File: src/rtl/axi_pkg.sv
// Shared AXI4 definitions for the bus-side bridges.
//   AXI_BURST_INCR / AXI_SIZE_4B / AXI_RESP_OKAY : encodings used on AR/R
//   axi_ar_t : AR channel payload (id, addr, len, size, burst)
package axi_pkg;
  localparam logic [1:0] AXI_BURST_INCR = 2'b01;
  localparam logic [2:0] AXI_SIZE_4B    = 3'b010;
  localparam logic [1:0] AXI_RESP_OKAY  = 2'b00;

  typedef struct packed {
    logic [3:0]  id;
    logic [31:0] addr;
    logic [7:0]  len;
    logic [2:0]  size;
    logic [1:0]  burst;
  } axi_ar_t;
endpackage

File: src/rtl/flop.sv
// Generic enabled register with asynchronous active-high reset to zero.
//   clk, rst : clock, async reset
//   en, d    : load enable and data
//   q        : registered value
module flop #(
  parameter int W = 1
) (
  input  logic         clk,
  input  logic         rst,
  input  logic         en,
  input  logic [W-1:0] d,
  output logic [W-1:0] q
);
  always_ff @(posedge clk or posedge rst) begin
    if (rst)     q <= '0;
    else if (en) q <= d;
  end
endmodule

File: src/rtl/icache_axi_rd_bridge.sv
// Instruction-cache refill port to AXI4 read bridge. Each accepted word
// request becomes a single-beat AXI read; data returns in request order.
// Up to MAX_OUTSTANDING reads may be in flight.
//   clk, reset                 : clock, async active-high reset
//   mem_req / mem_read_addr    : cache word read request
//   mem_addr_ok                : request accepted this cycle (combinational)
//   mem_read_data/mem_data_ok  : returned word, one-cycle valid pulse
//   bus_err                    : sticky, set on a non-OKAY response
//   ar* / r*                   : AXI4 AR and R channels
module icache_axi_rd_bridge
  import axi_pkg::*;
#(
  parameter logic [3:0] AXI_ID          = 4'd0,
  parameter int         MAX_OUTSTANDING = 4
) (
  input  logic        clk,
  input  logic        reset,
  input  logic        mem_req,
  input  logic [31:0] mem_read_addr,
  output logic        mem_addr_ok,
  output logic [31:0] mem_read_data,
  output logic        mem_data_ok,
  output logic        bus_err,
  output logic [3:0]  arid,
  output logic [31:0] araddr,
  output logic [7:0]  arlen,
  output logic [2:0]  arsize,
  output logic [1:0]  arburst,
  output logic        arvalid,
  input  logic        arready,
  input  logic [3:0]  rid,
  input  logic [31:0] rdata,
  input  logic [1:0]  rresp,
  input  logic        rlast,
  input  logic        rvalid,
  output logic        rready
);
  localparam int            CW      = $clog2(MAX_OUTSTANDING + 1);
  localparam logic [CW-1:0] CNT_MAX = CW'(MAX_OUTSTANDING);

  logic [CW-1:0] cnt;
  logic [31:0]   ar_addr_q;
  logic          ar_valid_q;
  logic          accept, ar_fire, r_fire;
  axi_ar_t       ar;

  // Single ID, single beat: ordering is implicit, so rid/rlast carry nothing.
  logic unused_r;
  assign unused_r = ^{rid, rlast, mem_read_addr[1:0]};

  assign rready = ~reset;

  // cnt is compared before its update, so a return in the same cycle does
  // not open a slot until the next cycle.
  assign accept      = ~reset & mem_req & (cnt < CNT_MAX) & (~ar_valid_q | arready);
  assign mem_addr_ok = accept;
  assign ar_fire     = ar_valid_q & arready;
  // Beats arriving with nothing outstanding are leftovers from before a
  // reset: consume them (rready=1) but never count or forward them.
  assign r_fire      = rvalid & rready & (cnt != '0);

  always_ff @(posedge clk or posedge reset) begin
    if (reset) begin
      ar_valid_q <= 1'b0;
      ar_addr_q  <= '0;
    end else if (accept) begin
      ar_valid_q <= 1'b1;
      ar_addr_q  <= {mem_read_addr[31:2], 2'b00};
    end else if (ar_fire) begin
      ar_valid_q <= 1'b0;
    end
  end

  always_ff @(posedge clk or posedge reset) begin
    if (reset) cnt <= '0;
    else begin
      case ({accept, r_fire})
        2'b10:   cnt <= cnt + 1'b1;
        2'b01:   cnt <= cnt - 1'b1;
        default: cnt <= cnt;
      endcase
    end
  end

  always_ff @(posedge clk or posedge reset) begin
    if (reset)                                  bus_err <= 1'b0;
    else if (r_fire && rresp != AXI_RESP_OKAY) bus_err <= 1'b1;
  end

  always_comb begin
    ar       = '0;
    ar.id    = AXI_ID;
    ar.addr  = ar_addr_q;
    ar.len   = 8'd0;
    ar.size  = AXI_SIZE_4B;
    ar.burst = AXI_BURST_INCR;
  end

  assign arid    = ar.id;
  assign araddr  = ar.addr;
  assign arlen   = ar.len;
  assign arsize  = ar.size;
  assign arburst = ar.burst;
  assign arvalid = ar_valid_q;

  flop #(.W(32)) u_rdata (
    .clk(clk), .rst(reset), .en(r_fire), .d(rdata), .q(mem_read_data)
  );

  flop #(.W(1)) u_dok (
    .clk(clk), .rst(reset), .en(1'b1), .d(r_fire), .q(mem_data_ok)
  );
endmodule

File: config.mk
export PLATFORM = sky130hd
export DESIGN_NAME = icache_axi_rd_bridge
export DESIGN_NICKNAME = d
export VERILOG_FILES = /design/src/rtl/axi_pkg.sv /design/src/rtl/flop.sv /design/src/rtl/icache_axi_rd_bridge.sv
export SDC_FILE = /design/constraint.sdc
export NUM_CORES = 1
export LEC_CHECK = 0
export CORE_ASPECT_RATIO = 1.5
export CORE_MARGIN = 8
export CORE_UTILIZATION = 25
export CTS_BUF_LIST = sky130_fd_sc_hd__clkbuf_4 sky130_fd_sc_hd__clkbuf_8
export DETAILED_ROUTE_END_ITERATION = 7
export GPL_TIMING_DRIVEN = 0
export PLACE_DENSITY = 0.6
export SYNTH_ARGS = -nofsm -noshare
export SYNTH_HDL_FRONTEND = slang
export SYNTH_SLANG_ARGS = --single-unit
export TNS_END_PERCENT = 50
File: constraint.sdc
create_clock -name clk -period 4.5 [get_ports clk]
set_input_delay 1.125 -clock clk [delete_from_list [all_inputs] [get_ports clk]]
set_output_delay 1.125 -clock clk [all_outputs]
set_load 0.05 [all_outputs]
# Word-level counts from Yosys, hierarchy flattened
# Index checks and enable logic that the tools add are counted.
totals:
  latchBits: 0
  n_memories: 0
  input_bits: 76
  ff_bits: 68
  ramBits: 0
  elab_cells: 28
  romBits: 0
classes:
  shifts: 0
  n_mux: 3
  bitwise_logic: 9
  order_cmp: 1
  multipliers: 0
  reduce_logical: 5
  eq_ne: 2
  n_div: 0
  add_sub_neg: 2
op_table:
  columns: ["operator", "count"]
  rows:
  - ["bitwise AND 1 bit", 6]
  - ["one-hot mux 3 bit (2 select lines)", 1]
  - ["nonzero test 2 bit", 3]
  - ["adder 3 x 1 -> 3 bit (second input constant)", 1]
  - ["less-than comparator 3 bit (second input constant)", 1]
  - ["nonzero test 3 bit", 1]
  - ["subtractor 3 x 1 -> 3 bit (second input constant)", 1]
  - ["equality test 2 x 1 -> 1 bit (second input constant)", 1]
  - ["equality test 2 bit (second input constant)", 1]
  - ["2-to-1 mux 1 bit", 2]
  - ["inverter 1 bit", 2]
  - ["logical AND 1 bit", 1]
  - ["bitwise OR 1 bit", 1]

# Depth between registers and ports, before layout
logic_depth:
  word_depth: 6
  depth_mapped: 10

# Hierarchy
# A second synthesis with hierarchy kept.
unflattened:
  hier_cells: 181
  hier_area_um2: 3081.7
modules_own_cells:
  columns: ["mod", "cells_per_inst", "area_each_um2", "instances", "seq_area_each_um2"]
  rows:
  - ["icache_axi_rd_bridge", 109, 1689.1, 1, 875.8]
  - ["flop (u_rdata)", 69, 1348.8, 1, 800.8]
  - ["flop (u_dok)", 3, 43.8, 1, 25.0]

# Least setup slack after synthesis
# OpenSTA, ideal clock, no wires.
synth_path:
  path_type: "input -> register"
  from: "input port reset"
  to: "register cnt[2]"
  n_path_buf: 2
  slack_ns: -0.201
  required_ns: 4.421
  arrival_ns: 4.621
  cell_stages: 10
  setup_ns: 0.079
  path_cell_list: "inv_1 o311a_2 buf_2 buf_4 ha_1 inv_1 fa_1 xor2_1 nor2_1 xor2_1"
synth_rtl:
  columns: ["element", "line", "source"]
  rows:
  - ["start, declared", "icache_axi_rd_bridge.sv:17", "input logic reset,"]
  - ["inverter 1 bit *", "icache_axi_rd_bridge.sv:51", "assign rready = ~reset;"]
  - ["bitwise AND 1 bit * (2 in a row)", "icache_axi_rd_bridge.sv:60", "assign r_fire = rvalid & rready & (cnt != '0);"]
  - ["via r_fire", "icache_axi_rd_bridge.sv:44", "logic accept, ar_fire, r_fire;"]
  - ["equality test 2 x 1 -> 1 bit or equality test 2 bit (tied branches)", "icache_axi_rd_bridge.sv:77", "case ({accept, r_fire})"]
  - ["one-hot mux 3 bit (2 select lines) or nonzero test 2 bit (tied branches)", null, null]
  - ["end signal, assigned", "icache_axi_rd_bridge.sv:78", "2'b10: cnt <= cnt + 1'b1;"]
  - ["end signal, assigned", "icache_axi_rd_bridge.sv:79", "2'b01: cnt <= cnt - 1'b1;"]
  - ["end signal, assigned", "icache_axi_rd_bridge.sv:80", "default: cnt <= cnt;"]
  - ["end, declared", "icache_axi_rd_bridge.sv:41", "logic [CW-1:0] cnt;"]
# Mark *: on every way through the listed nets, which the timed path passes. The rest lies on a longest branch.
# A chain may end at the register's enable or synchronous reset.

# Worst setup path after layout
layout_path:
  from: "input port reset"
  to: "output port rready"
layout_between:
  elab_chain_len: 1
layout_lines:
  columns: ["element", "line", "source"]
  rows:
  - ["inverter 1 bit", "icache_axi_rd_bridge.sv:51", null]
  - ["end, declared", "icache_axi_rd_bridge.sv:36", "output logic rready"]
# No other way between the ends.

==> metrics.md <==
| Metric | Value |
|---|---|
| Port Buffers | 135 |
| Sequential area share after synthesis | 58.5% |
| Cell area after synthesis | 0.00291 mm² |
| Largest net degree at the start of global routing | 41 |
| Layout Cells excl Fill | 498 |
| Post-CTS setup buffer count | 0 |
| Post-synth cell types | 22 |
| Tot GR Track Use | 10.2% |
| GP Congestion | 0.684 |
| Post-Synth Simple-Gate Area | 1.59% |
| # clock sinks | 68 |
| Drt total wl | 7650 µm |
| Die X | 104 µm |
| Gate Count Post-Synth | 179 |
| Nets | 421 |
| Dpl cells | 482 |
| Post-DP HPWL | 5940 µm |
| I/O pin total | 162 |
| Longest Clk Path Bufs | 2 |
| Die area | 0.0154 mm² |
| Ratio of cells with drive above 1 in the final layout | 31.6% |
| Initial DRC Count | 44 |
| CTS hold repair buffers | 0 |
| Status | finished clean |
| Final setup TNS | 0 ns |
| Ant. Diodes | 0 |
| Critical Path Sink Type | output port |
| First-pass GRT wire length | 12200 µm |
| CTS tree | built |
| Grt ovf | 0 |
| Clk_lat worst skew | 0.35 ns |
| Routed Antenna Nets | 0 |
| Register-to-Register Path Depth | 10 |
| Final core utilization | 41.7% |
| #FFs+latches synth | 68 |
| RSZ-0062 raised after global routing | false |
| Achievable frequency | 234 MHz |
| CTS Buf Count | 9 |
| CP Data Required Time | 3.38 ns |
| Synth Area in Adders | 1.12% |
| Die Y | 148 µm |
| Slew Viols, Final | 0 |
| Via count | 1909 |
| Fill cells | 1084 |
| Initial antenna violation count | 0 |
| Synth-to-Final Area Change | 63.7% |
| Worst Tran Pin Value | 0.708 ns |
| Via density | 3.83 |
| Most frequent cells in the layout | clkdlybuf4s50_1, dfrtp_1, mux2_2, mux2_4, buf_4 |
| Leak | 2.16 nW |
| XOR/XNOR Fraction of Synth Area | 0.903% |
| Hold crit path type | register to register |
| Power per Cell Area | 784 mW/mm² |
| Clock slew at reported path FFs | 0.07 ns |
| Core Area | 0.0114 mm² |
| Routed length per instance | 15.4 µm |
| Commonest non-fill, non-tap cell in the layout | clkdlybuf4s50_1 |
| Drc violations | 0 |
| Startpoint Class | input port |
| Post-synthesis mux area share | 27.6% |
| Synth Area per Inst | 16.3 µm² |
| Final setup vio count | 0 |
| Tcrit/Tclk final | 95.2% |
| Post-synthesis compound-gate area fraction | 0.817% |
| Crit Path Category | input port to output port |
| Critical path data arrival time | 3.16 ns |
| Clk_skew | 0.0112 ns |
| Slew margin rel. | 52.7% |
| Hold depth | 1 |
| Largest family of logic cells by synthesized area | multiplexers |
| Syn. warnings | 0 |
| Vias in the first global route | 2218 |
| H-Tree Depth | 3 |
| Final hold vios | 0 |
| Total of max-cap violations | 0 |
| Hold slack | 0.471 ns |
| Tot Pwr | 0.00374 W |
| Fin crit period | 4.28 ns |
| FP Rows | 48 |
| Maximum vdd drop | 0.297 mV |
| Starting Density | 25.5% |
| DR pass1 iterations | 3 |
| Clock Tree Root | clkbuf_8 |
| Critical path peak fanout | 31 |
-- cell usage after synthesis --
cell type | instances | share of area (%)
xor2_1 | 2 | 0.60
mux2_4 | 28 | 14
nor2_1 | 1 | 0.13
buf_6 | 3 | 1.2
buf_12 | 3 | 2.1
nand2_1 | 2 | 0.26
buf_4 | 20 | 5.2
ha_1 | 1 | 0.43
xnor2_1 | 1 | 0.30
inv_1 | 5 | 0.65
conb_1 | 2 | 0.26
dfrtp_1 | 68 | 58
or2_2 | 1 | 0.22
a21o_1 | 1 | 0.26
buf_2 | 1 | 0.17
o311a_2 | 1 | 0.39
fa_1 | 1 | 0.69
mux2_2 | 34 | 13
nand2b_1 | 1 | 0.22
or3b_1 | 1 | 0.30
o21ai_0 | 1 | 0.17
nand2b_4 | 1 | 0.47
-- layout make-up --
cell class / instances / area [µm²] / share of cell area (%)
sequential: 68 / 1700 / 35.7
timing repair buffer: 136 / 1370 / 28.8
multi-input combinational: 96 / 1000 / 21.1
buffer: 27 / 249 / 5.23
tap: 150 / 188 / 3.94
clock buffer: 12 / 153 / 3.20
clock inverter: 4 / 72.6 / 1.52
inverter: 5 / 22.5 / 0.473
-- cell families after synthesis --
logic type               Yosys count
adder cells (fa/ha/maj)            2
buffers and inverters             32
flip-flops                        68
other                              2
XOR/XNOR                           3
multiplexers                      62
AO/OA/AOI/OAI                      3
AND/OR/NAND/NOR                    7
-- metal layers --
metal | vias to the layer above | share of wire [%] | global-route usage [%]
met5 | - | 0 | 0
met4 | 0 | 1.6 | 4.36
met3 | 10 | 8.9 | 4.94
met2 | 86 | 53 | 17.5
met1 | 921 | 37 | 10.4
li1 | 892 | - | -
-- metrics by stage --
step           area, µm²  worst slack, ns
3_5_place_dp        4540           0.0424
4_1_cts             4760           0.0341
6_report            4760            0.218
5_1_grt             4760           0.0354
3_3_place_gp        4520           -0.672
2_1_floorplan       2980            0.689
-- worst paths after layout --
kind	start	endpoint	slack, ns
worst min register to register	bus_err$_DFFE_PP0P_	bus_err$_DFFE_PP0P_	0.47
min in group asynchronous	reset	u_rdata.q[2]$_DFFE_PP0P_	1.26
worst min-delay path	bus_err$_DFFE_PP0P_	bus_err$_DFFE_PP0P_	0.47
max in group asynchronous	reset	cnt[1]$_DFFE_PP0P_	2.61
worst max register to register	cnt[2]$_DFFE_PP0P_	cnt[2]$_DFFE_PP0P_	2.32
worst max-delay path	reset	rready	0.22
-- repair_timing --
item / in CTS / in global routing
gates resized for setup: 0 / 1
endpoints found under the setup margin: 0 / 1
hold endpoints to repair: 0 / 0
-- critical path, stage by stage --
cell and delay (ns):
clkdlybuf4s50_1 0.52, clkinvlp_4 0.59, clkdlybuf4s50_1 0.91
-- flip-flops by register name (all words and copies together) (netlist names) --
signal,count
araddr,30
arvalid,1
bus_err,1
cnt,3
u_dok.q,1
u_rdata.q,32
-- where the power goes --
part	internal, W	total [W]	switching (W)
Clock	0.000339	0.000567	0.000228
Combinational	0.000839	0.00214	0.00130
Sequential	0.000890	0.00103	0.000145
Power figures use the tool's default switching activity.
